`src/rtl/seq_multiplier_pkg.sv`:
```
// -----------------------------------------------------------------------------
// mult_pkg
// Shared types and constants for the sequential shift-and-add multiplier.
//   mult_state_t        : controller states (IDLE, CALC, DONE)
//   MULT_WIDTH_DEFAULT  : default operand width
// -----------------------------------------------------------------------------
package mult_pkg;

  typedef enum logic [1:0] {
    IDLE = 2'd0,
    CALC = 2'd1,
    DONE = 2'd2
  } mult_state_t;

  localparam int MULT_WIDTH_DEFAULT = 8;

endpackage : mult_pkg

```
`src/rtl/seq_multiplier_if.sv`:
```
// -----------------------------------------------------------------------------
// seq_multiplier_if
// Request/response bundle between a controller (master) and the sequential
// multiplier (slave).
//   start_i  : request, sampled by the multiplier only while idle
//   A_i      : multiplicand          (WIDTH)
//   B_i      : multiplier            (WIDTH)
//   signed_i : two's-complement mode (only when MULT_SIGNED_EN is defined)
//   busy_o   : multiplier not idle
//   done_o   : one-cycle pulse, P_o valid
//   P_o      : product register      (2*WIDTH)
// Optional feature macro: MULT_SIGNED_EN
// -----------------------------------------------------------------------------
interface seq_multiplier_if #(
  parameter int WIDTH = mult_pkg::MULT_WIDTH_DEFAULT
);

  logic               start_i;
  logic [WIDTH-1:0]   A_i;
  logic [WIDTH-1:0]   B_i;
`ifdef MULT_SIGNED_EN
  logic               signed_i;
`endif
  logic               busy_o;
  logic               done_o;
  logic [2*WIDTH-1:0] P_o;

`ifdef MULT_SIGNED_EN
  modport master (output start_i, A_i, B_i, signed_i,
                  input  busy_o, done_o, P_o);
  modport slave  (input  start_i, A_i, B_i, signed_i,
                  output busy_o, done_o, P_o);
`else
  modport master (output start_i, A_i, B_i,
                  input  busy_o, done_o, P_o);
  modport slave  (input  start_i, A_i, B_i,
                  output busy_o, done_o, P_o);
`endif

endinterface : seq_multiplier_if

```
`src/rtl/seq_multiplier_ripple_adder.sv`:
```
// -----------------------------------------------------------------------------
// ripple_adder
// N-bit ripple-carry adder built from a chain of full-adder cells.
//   a, b : addends (N)
//   cin  : carry into bit 0
//   sum  : result  (N)
//   cout : carry out of bit N-1
// -----------------------------------------------------------------------------
module ripple_adder #(
  parameter int N = 9
) (
  input  logic [N-1:0] a,
  input  logic [N-1:0] b,
  input  logic         cin,
  output logic [N-1:0] sum,
  output logic         cout
);

  logic [N:0] carry;

  assign carry[0] = cin;

  for (genvar i = 0; i < N; i++) begin : g_fa
    assign sum[i]     = a[i] ^ b[i] ^ carry[i];
    assign carry[i+1] = (a[i] & b[i]) | (carry[i] & (a[i] ^ b[i]));
  end

  assign cout = carry[N];

endmodule : ripple_adder

```
`src/rtl/seq_multiplier.sv`:
```
// -----------------------------------------------------------------------------
// seq_multiplier
// Shift-and-add multiplier: one multiplier bit per clock, one (WIDTH+1)-bit
// ripple adder reused every cycle. Result after WIDTH+1 cycles, next request
// accepted WIDTH+2 cycles after the previous one.
//   clk_i  : clock, rising edge
//   rst_ni : asynchronous active-low reset
//   bus    : seq_multiplier_if.slave (start/operands in, busy/done/product out)
// Optional feature macro: MULT_SIGNED_EN adds per-operation two's-complement
// mode via bus.signed_i; without it the block is unsigned only.
// -----------------------------------------------------------------------------
module seq_multiplier
  import mult_pkg::*;
#(
  parameter int WIDTH = MULT_WIDTH_DEFAULT
) (
  input  logic             clk_i,
  input  logic             rst_ni,
  seq_multiplier_if.slave  bus
);

  localparam int CNT_W = $clog2(WIDTH);

  mult_state_t        state;
  logic [WIDTH-1:0]   m;        // multiplicand
  logic [WIDTH-1:0]   q;        // multiplier, shifted out LSB first
  logic [WIDTH:0]     acc;      // upper partial product
  logic [CNT_W-1:0]   cnt;
  logic               busy;
  logic               done;
  logic [2*WIDTH-1:0] p;

  logic               last_step;
  logic               sub;      // final-step subtract of the MSB weight
  logic [WIDTH:0]     ext_m;
  logic [WIDTH:0]     addend;
  logic [WIDTH:0]     sum;
  logic               cout;
  logic               ext_msb;
  logic [2*WIDTH:0]   shifted;  // {ACC,Q} after this step's add and shift

  assign last_step = (cnt == CNT_W'(WIDTH - 1));

`ifdef MULT_SIGNED_EN
  logic sgn;

  // In signed mode the multiplier's MSB carries negative weight, so the last
  // partial product is subtracted: ACC + ~ext(M) + 1.
  assign ext_m   = {sgn & m[WIDTH-1], m};
  assign sub     = sgn & last_step & q[0];
  assign ext_msb = sgn ? sum[WIDTH] : cout;
`else
  assign ext_m   = {1'b0, m};
  assign sub     = 1'b0;
  assign ext_msb = cout;
`endif

  assign addend  = q[0] ? (sub ? ~ext_m : ext_m) : '0;

  ripple_adder #(
    .N (WIDTH + 1)
  ) u_adder (
    .a    (acc),
    .b    (addend),
    .cin  (sub),
    .sum  (sum),
    .cout (cout)
  );

  assign shifted = {ext_msb, sum, q[WIDTH-1:1]};

  // NOTE: every register below is updated with non-blocking assignments so
  // all state advances together on the edge, independent of statement order.
  always_ff @(posedge clk_i or negedge rst_ni) begin
    if (!rst_ni) begin
      state <= IDLE;
      m     <= '0;
      q     <= '0;
      acc   <= '0;
      cnt   <= '0;
      busy  <= 1'b0;
      done  <= 1'b0;
      p     <= '0;
`ifdef MULT_SIGNED_EN
      sgn   <= 1'b0;
`endif
    end else begin
      case (state)
        IDLE: begin
          done <= 1'b0;
          if (bus.start_i) begin
            state <= CALC;
            busy  <= 1'b1;
            m     <= bus.A_i;
            q     <= bus.B_i;
            acc   <= '0;
            cnt   <= '0;
`ifdef MULT_SIGNED_EN
            sgn   <= bus.signed_i;
`endif
          end
        end

        CALC: begin
          acc <= shifted[2*WIDTH:WIDTH];
          q   <= shifted[WIDTH-1:0];
          cnt <= cnt + CNT_W'(1);
          if (last_step) begin
            state <= DONE;
            done  <= 1'b1;
            p     <= shifted[2*WIDTH-1:0];
          end
        end

        DONE: begin
          state <= IDLE;
          busy  <= 1'b0;
          done  <= 1'b0;
        end

        default: begin
          state <= IDLE;
          busy  <= 1'b0;
          done  <= 1'b0;
        end
      endcase
    end
  end

  assign bus.busy_o = busy;
  assign bus.done_o = done;
  assign bus.P_o    = p;

endmodule : seq_multiplier

```
`src/flat_wrapper.sv`:
```
// flat-port wrapper written by rule: the top's interface ports become plain ports
module seq_multiplier_flat import mult_pkg::*;
#(
  parameter int WIDTH = MULT_WIDTH_DEFAULT
)
  (clk_i, rst_ni, bus_start_i, bus_A_i, bus_B_i, bus_busy_o, bus_done_o, bus_P_o);
  seq_multiplier_if #(.WIDTH(WIDTH)) bus_i ();
  input  logic clk_i;
  input  logic rst_ni;
  input wire logic [$bits(bus_i.start_i)-1:0] bus_start_i;
  input wire logic [$bits(bus_i.A_i)-1:0] bus_A_i;
  input wire logic [$bits(bus_i.B_i)-1:0] bus_B_i;
  output wire logic [$bits(bus_i.busy_o)-1:0] bus_busy_o;
  output wire logic [$bits(bus_i.done_o)-1:0] bus_done_o;
  output wire logic [$bits(bus_i.P_o)-1:0] bus_P_o;
  assign bus_i.start_i = bus_start_i;
  assign bus_i.A_i = bus_A_i;
  assign bus_i.B_i = bus_B_i;
  assign bus_busy_o = bus_i.busy_o;
  assign bus_done_o = bus_i.done_o;
  assign bus_P_o = bus_i.P_o;
  seq_multiplier #(.WIDTH(WIDTH)) u_core (.clk_i(clk_i), .rst_ni(rst_ni), .bus(bus_i));
endmodule
```
`config.mk`:
```
export PLATFORM = sky130hd
export DESIGN_NAME = seq_multiplier_flat
export DESIGN_NICKNAME = d
export VERILOG_FILES = /design/src/rtl/seq_multiplier_pkg.sv /design/src/rtl/seq_multiplier_if.sv /design/src/rtl/seq_multiplier_ripple_adder.sv /design/src/rtl/seq_multiplier.sv /design/src/flat_wrapper.sv
export SDC_FILE = /design/constraint.sdc
export NUM_CORES = 1
export LEC_CHECK = 0
export ABC_CLOCK_PERIOD_IN_PS = 8050
export CORE_MARGIN = 4
export CORE_UTILIZATION = 56
export CTS_CLUSTER_DIAMETER = 150
export DETAILED_ROUTE_END_ITERATION = 8
export PLACE_DENSITY = 0.89
export SKIP_LAST_GASP = 1
export SLEW_MARGIN = 0
export SYNTH_ARGS = -nofsm -noshare
export SYNTH_HDL_FRONTEND = slang
export SYNTH_SLANG_ARGS = --single-unit
```
`constraint.sdc`:
```
create_clock -name clk_i -period 8.05 [get_ports clk_i]
set_input_delay 1.61 -clock clk_i [delete_from_list [all_inputs] [get_ports clk_i]]
set_output_delay 1.61 -clock clk_i [all_outputs]
set_load 0.02 [all_outputs]
```
==> impl_metrics.toml <==
[outcome]
outcome = "finished clean"

[grt]
grt_max_degree = 49
grtUsageTotal_pct = 18.7
antenna_found_initial = 0
grt_pass1_vias = 1451
gr-total-overflow = 0
grt_pass1_wl_um = 7060

[setup_path]
worst-path-buf-inv = 2
crit_required_ns = 8.24
endpoint_kind = "register"
setup.worst_path.start_class = "register"
path_cells = "and2_1 > ha_1 > inv_1 > fa_1 > fa_1 > fa_1 > fa_1 > fa_1 > fa_1 > fa_1 > inv_1 > ha_1 > mux2_2"
crit_family = "adder cells"
crit_top_cell = "fa_1"
cpPeakStageDelay_ns = 0.47
cp_slowest_cell = "dfrtp_1"
cp_max_fo = 9
arrival_ns = 4.45
critical_path_class = "reg2reg"

[timing]
setup_viol = 0
finalHoldViolations = 0
rsz0062_at_grt = "no"
min_period_ns = 4.26
skew_ns = 0.00769
post-route-period-util_pct = 52.9
slew_violations = 0
tns_ns = 0
max_slew_margin_pct = 32.1
max_freq_ghz = 0.235
setup_ws_ns = 3.79
tightest_slew_ns = 1.02

[synth]
synth_edf_count = 0
synth.yosys.seq_area_share_pct = 56.0
syn_inst = 167
synthesis.nets = 197
synth-main-ff-cell = "dfrtp_1"
avgSynthCellArea_um2 = 12.8
synth.cell_area_um2 = 2140
synth_cell_types = 27
async_flop_share_pct = 100
synthMostInstantiatedCell = "dfrtp_1"
yosysWarningCount = 0
yosysTopAreaCellShare_pct = 56.0
synthTopCellsByArea = "dfrtp_1 (56%), fa_1 (6.5%), mux2_2 (6.3%), o22ai_1 (4.7%), mux2_4 (3.5%)"
synth-seq-cells = 48
synth_top_cell_by_area = "dfrtp_1"
synth_commonest_cells = "dfrtp_1 (48), nand2_1 (16), o22ai_1 (16)"

[power]
fin_total_pwr_mw = 1.10
leakage_nw = 1.15
p_per_area_nw_per_um2 = 427
vdd_drop_max_v = 0.000196

[floorplan]
core.rowCount = 22
ios = 37
die_h_um = 69.9
die_x_um = 69.9
fp.dieArea_um2 = 4880
core_area_um2 = 3690
initial_core_util_pct = 58.1

[placement]
dpl.hpwl_um = 3050
dp.cells = 244
portBuffers = 36
place.gp.congestion = 0.840
pre_cts_slack_ns = 3.82

[clocking]
cts_setup_buffers = 0
clk_latency_ns = 0.30
root_buffer = "clkbuf_8"
ctsHoldBuffers = 0
cts.htree.levels = 2
numCtsBuffers = 5
cts-resized-gates = 0
cts_buffer_depth = 2
clock_sinks = 48
path_clk_slew_ns = 0.08
cts_tree = "done"

[worst_hold_path]
hold_class = "reg2reg"

[route]
drtPass1Iterations = 5
drt_iter0_drc = 122
wl_um = 4070
routedWlPerCell_um = 16.2
drc = 0
ant_nets = 0
via_count = 1411
routed_via_density = 5.62

[layout]
drive_above_1_share_pct = 15.3
n_antenna_cell = 0
nNetsFinal = 233
stdcell_count = 251
fin_util_pct = 70.0
area_growth_pct = 20.5

[job]
maxCapViolations = 0
==> worst register-to-register path: cells and delay by family (launching register included) <==
kind,cells,cell delay [ns]
and+or+nand+nor,1,0.18
buffers and inverters,2,0.11
muxes,1,0.26
DFF,1,0.47
adders and majority gates,9,3.13
==> cell usage in the layout, fill, tap and decap left out <==
cell type | Yosys | final
clkinv_2 | 0 | 1
o221a_2 | 2 | 2
inv_1 | 13 | 13
nor2_1 | 5 | 5
fa_1 | 7 | 7
o21bai_1 | 1 | 1
ha_1 | 4 | 4
nand3b_1 | 2 | 2
nand2b_4 | 1 | 1
o22ai_1 | 16 | 16
a2bb2oi_1 | 2 | 2
and2_1 | 1 | 1
clkbuf_1 | 2 | 1
nor2_8 | 1 | 1
o21ai_0 | 9 | 9
mux2_4 | 5 | 5
mux2_2 | 12 | 12
clkbuf_8 | 0 | 5
a22o_1 | 4 | 4
dfrtp_1 | 48 | 48
a21oi_1 | 6 | 6
nand2b_2 | 1 | 1
nand2b_1 | 2 | 2
clkdlybuf4s50_1 | 0 | 35
buf_2 | 1 | 1
nand3b_4 | 1 | 1
nor2_2 | 1 | 1
nand2_1 | 16 | 16
==> path summary, 6_finish.rpt <==
| check | startpoint | to | slack (ns) | cells after the start |
|---|---|---|---|---|
| worst max-delay path | u_core.q[0]$_DFFE_PN0P_ | u_core.bus.P_o[15]$_DFFE_PN0P_ | 3.79 | 13 |
| worst min-delay path | u_core.bus.P_o[10]$_DFFE_PN0P_ | u_core.bus.P_o[10]$_DFFE_PN0P_ | 0.49 | 2 |
| worst max register to register | u_core.q[0]$_DFFE_PN0P_ | u_core.bus.P_o[15]$_DFFE_PN0P_ | 3.79 | 13 |
| worst min register to register | u_core.bus.P_o[10]$_DFFE_PN0P_ | u_core.bus.P_o[10]$_DFFE_PN0P_ | 0.49 | 2 |
| max in group asynchronous | rst_ni | u_core.q[4]$_DFFE_PN0P_ | 5.94 | 1 |
| min in group asynchronous | rst_ni | u_core.m[1]$_DFFE_PN0P_ | 1.48 | 1 |
==> kinds of logic after synthesis <==
group,count (synthesis),share of synthesized area (%)
DFF,48,56.0
AOI/OAI and AO/OA,40,12.0
and+or+nand+nor,31,8.46
buffers and inverters,20,4.79
muxes,17,9.81
adders and majority gates,11,8.87
==> power by group <==
group | total (mW) | switching (mW) | internal, mW | leakage [nW]
sequential | 0.435 | 0.0789 | 0.357 | 0.569
combinational | 0.532 | 0.266 | 0.266 | 0.545
clock | 0.134 | 0.0751 | 0.0591 | 0.0410
==> metrics by stage <==
step                hold WS, ns  instance area, um^2
finish                    0.488                 2580
global placement          0.462                 2500
global route              0.512                 2580
CTS                       0.489                 2580
floorplan                 0.454                 2140
detailed placement        0.475                 2500
==> registers in the layout, indices dropped and copies added, names as in the netlist <==
register and count:
u_core.cnt 3, u_core.m 8, u_core.acc 9, u_core.q 8, u_core.bus.done_o 1, u_core.bus.P_o 16, u_core.bus.busy_o 1, u_core.state 2
==> layout make-up <==
class                           count  area [um^2]
Tap cell                           48         60.1
Clock buffer                        6         72.6
Multi-Input combinational cell     99          840
Timing Repair Buffer               36          355
Fill cell                         279         1110
Sequential cell                    48         1200
Clock inverter                      1         5.00
Inverter                           13         48.8
==> per-layer routing <==
metal  vias to the layer above  share of wire, %  GRT usage [%]  wire (um)
li1                        661                 -              -          -
met1                       693                43           23.8       1750
met2                        45                50           29.5       2020
met3                        12               5.0           6.04        203
met4                         0               2.1           7.66         87
met5                         -                 0              0          0
(Power assumes the default switching activity.)
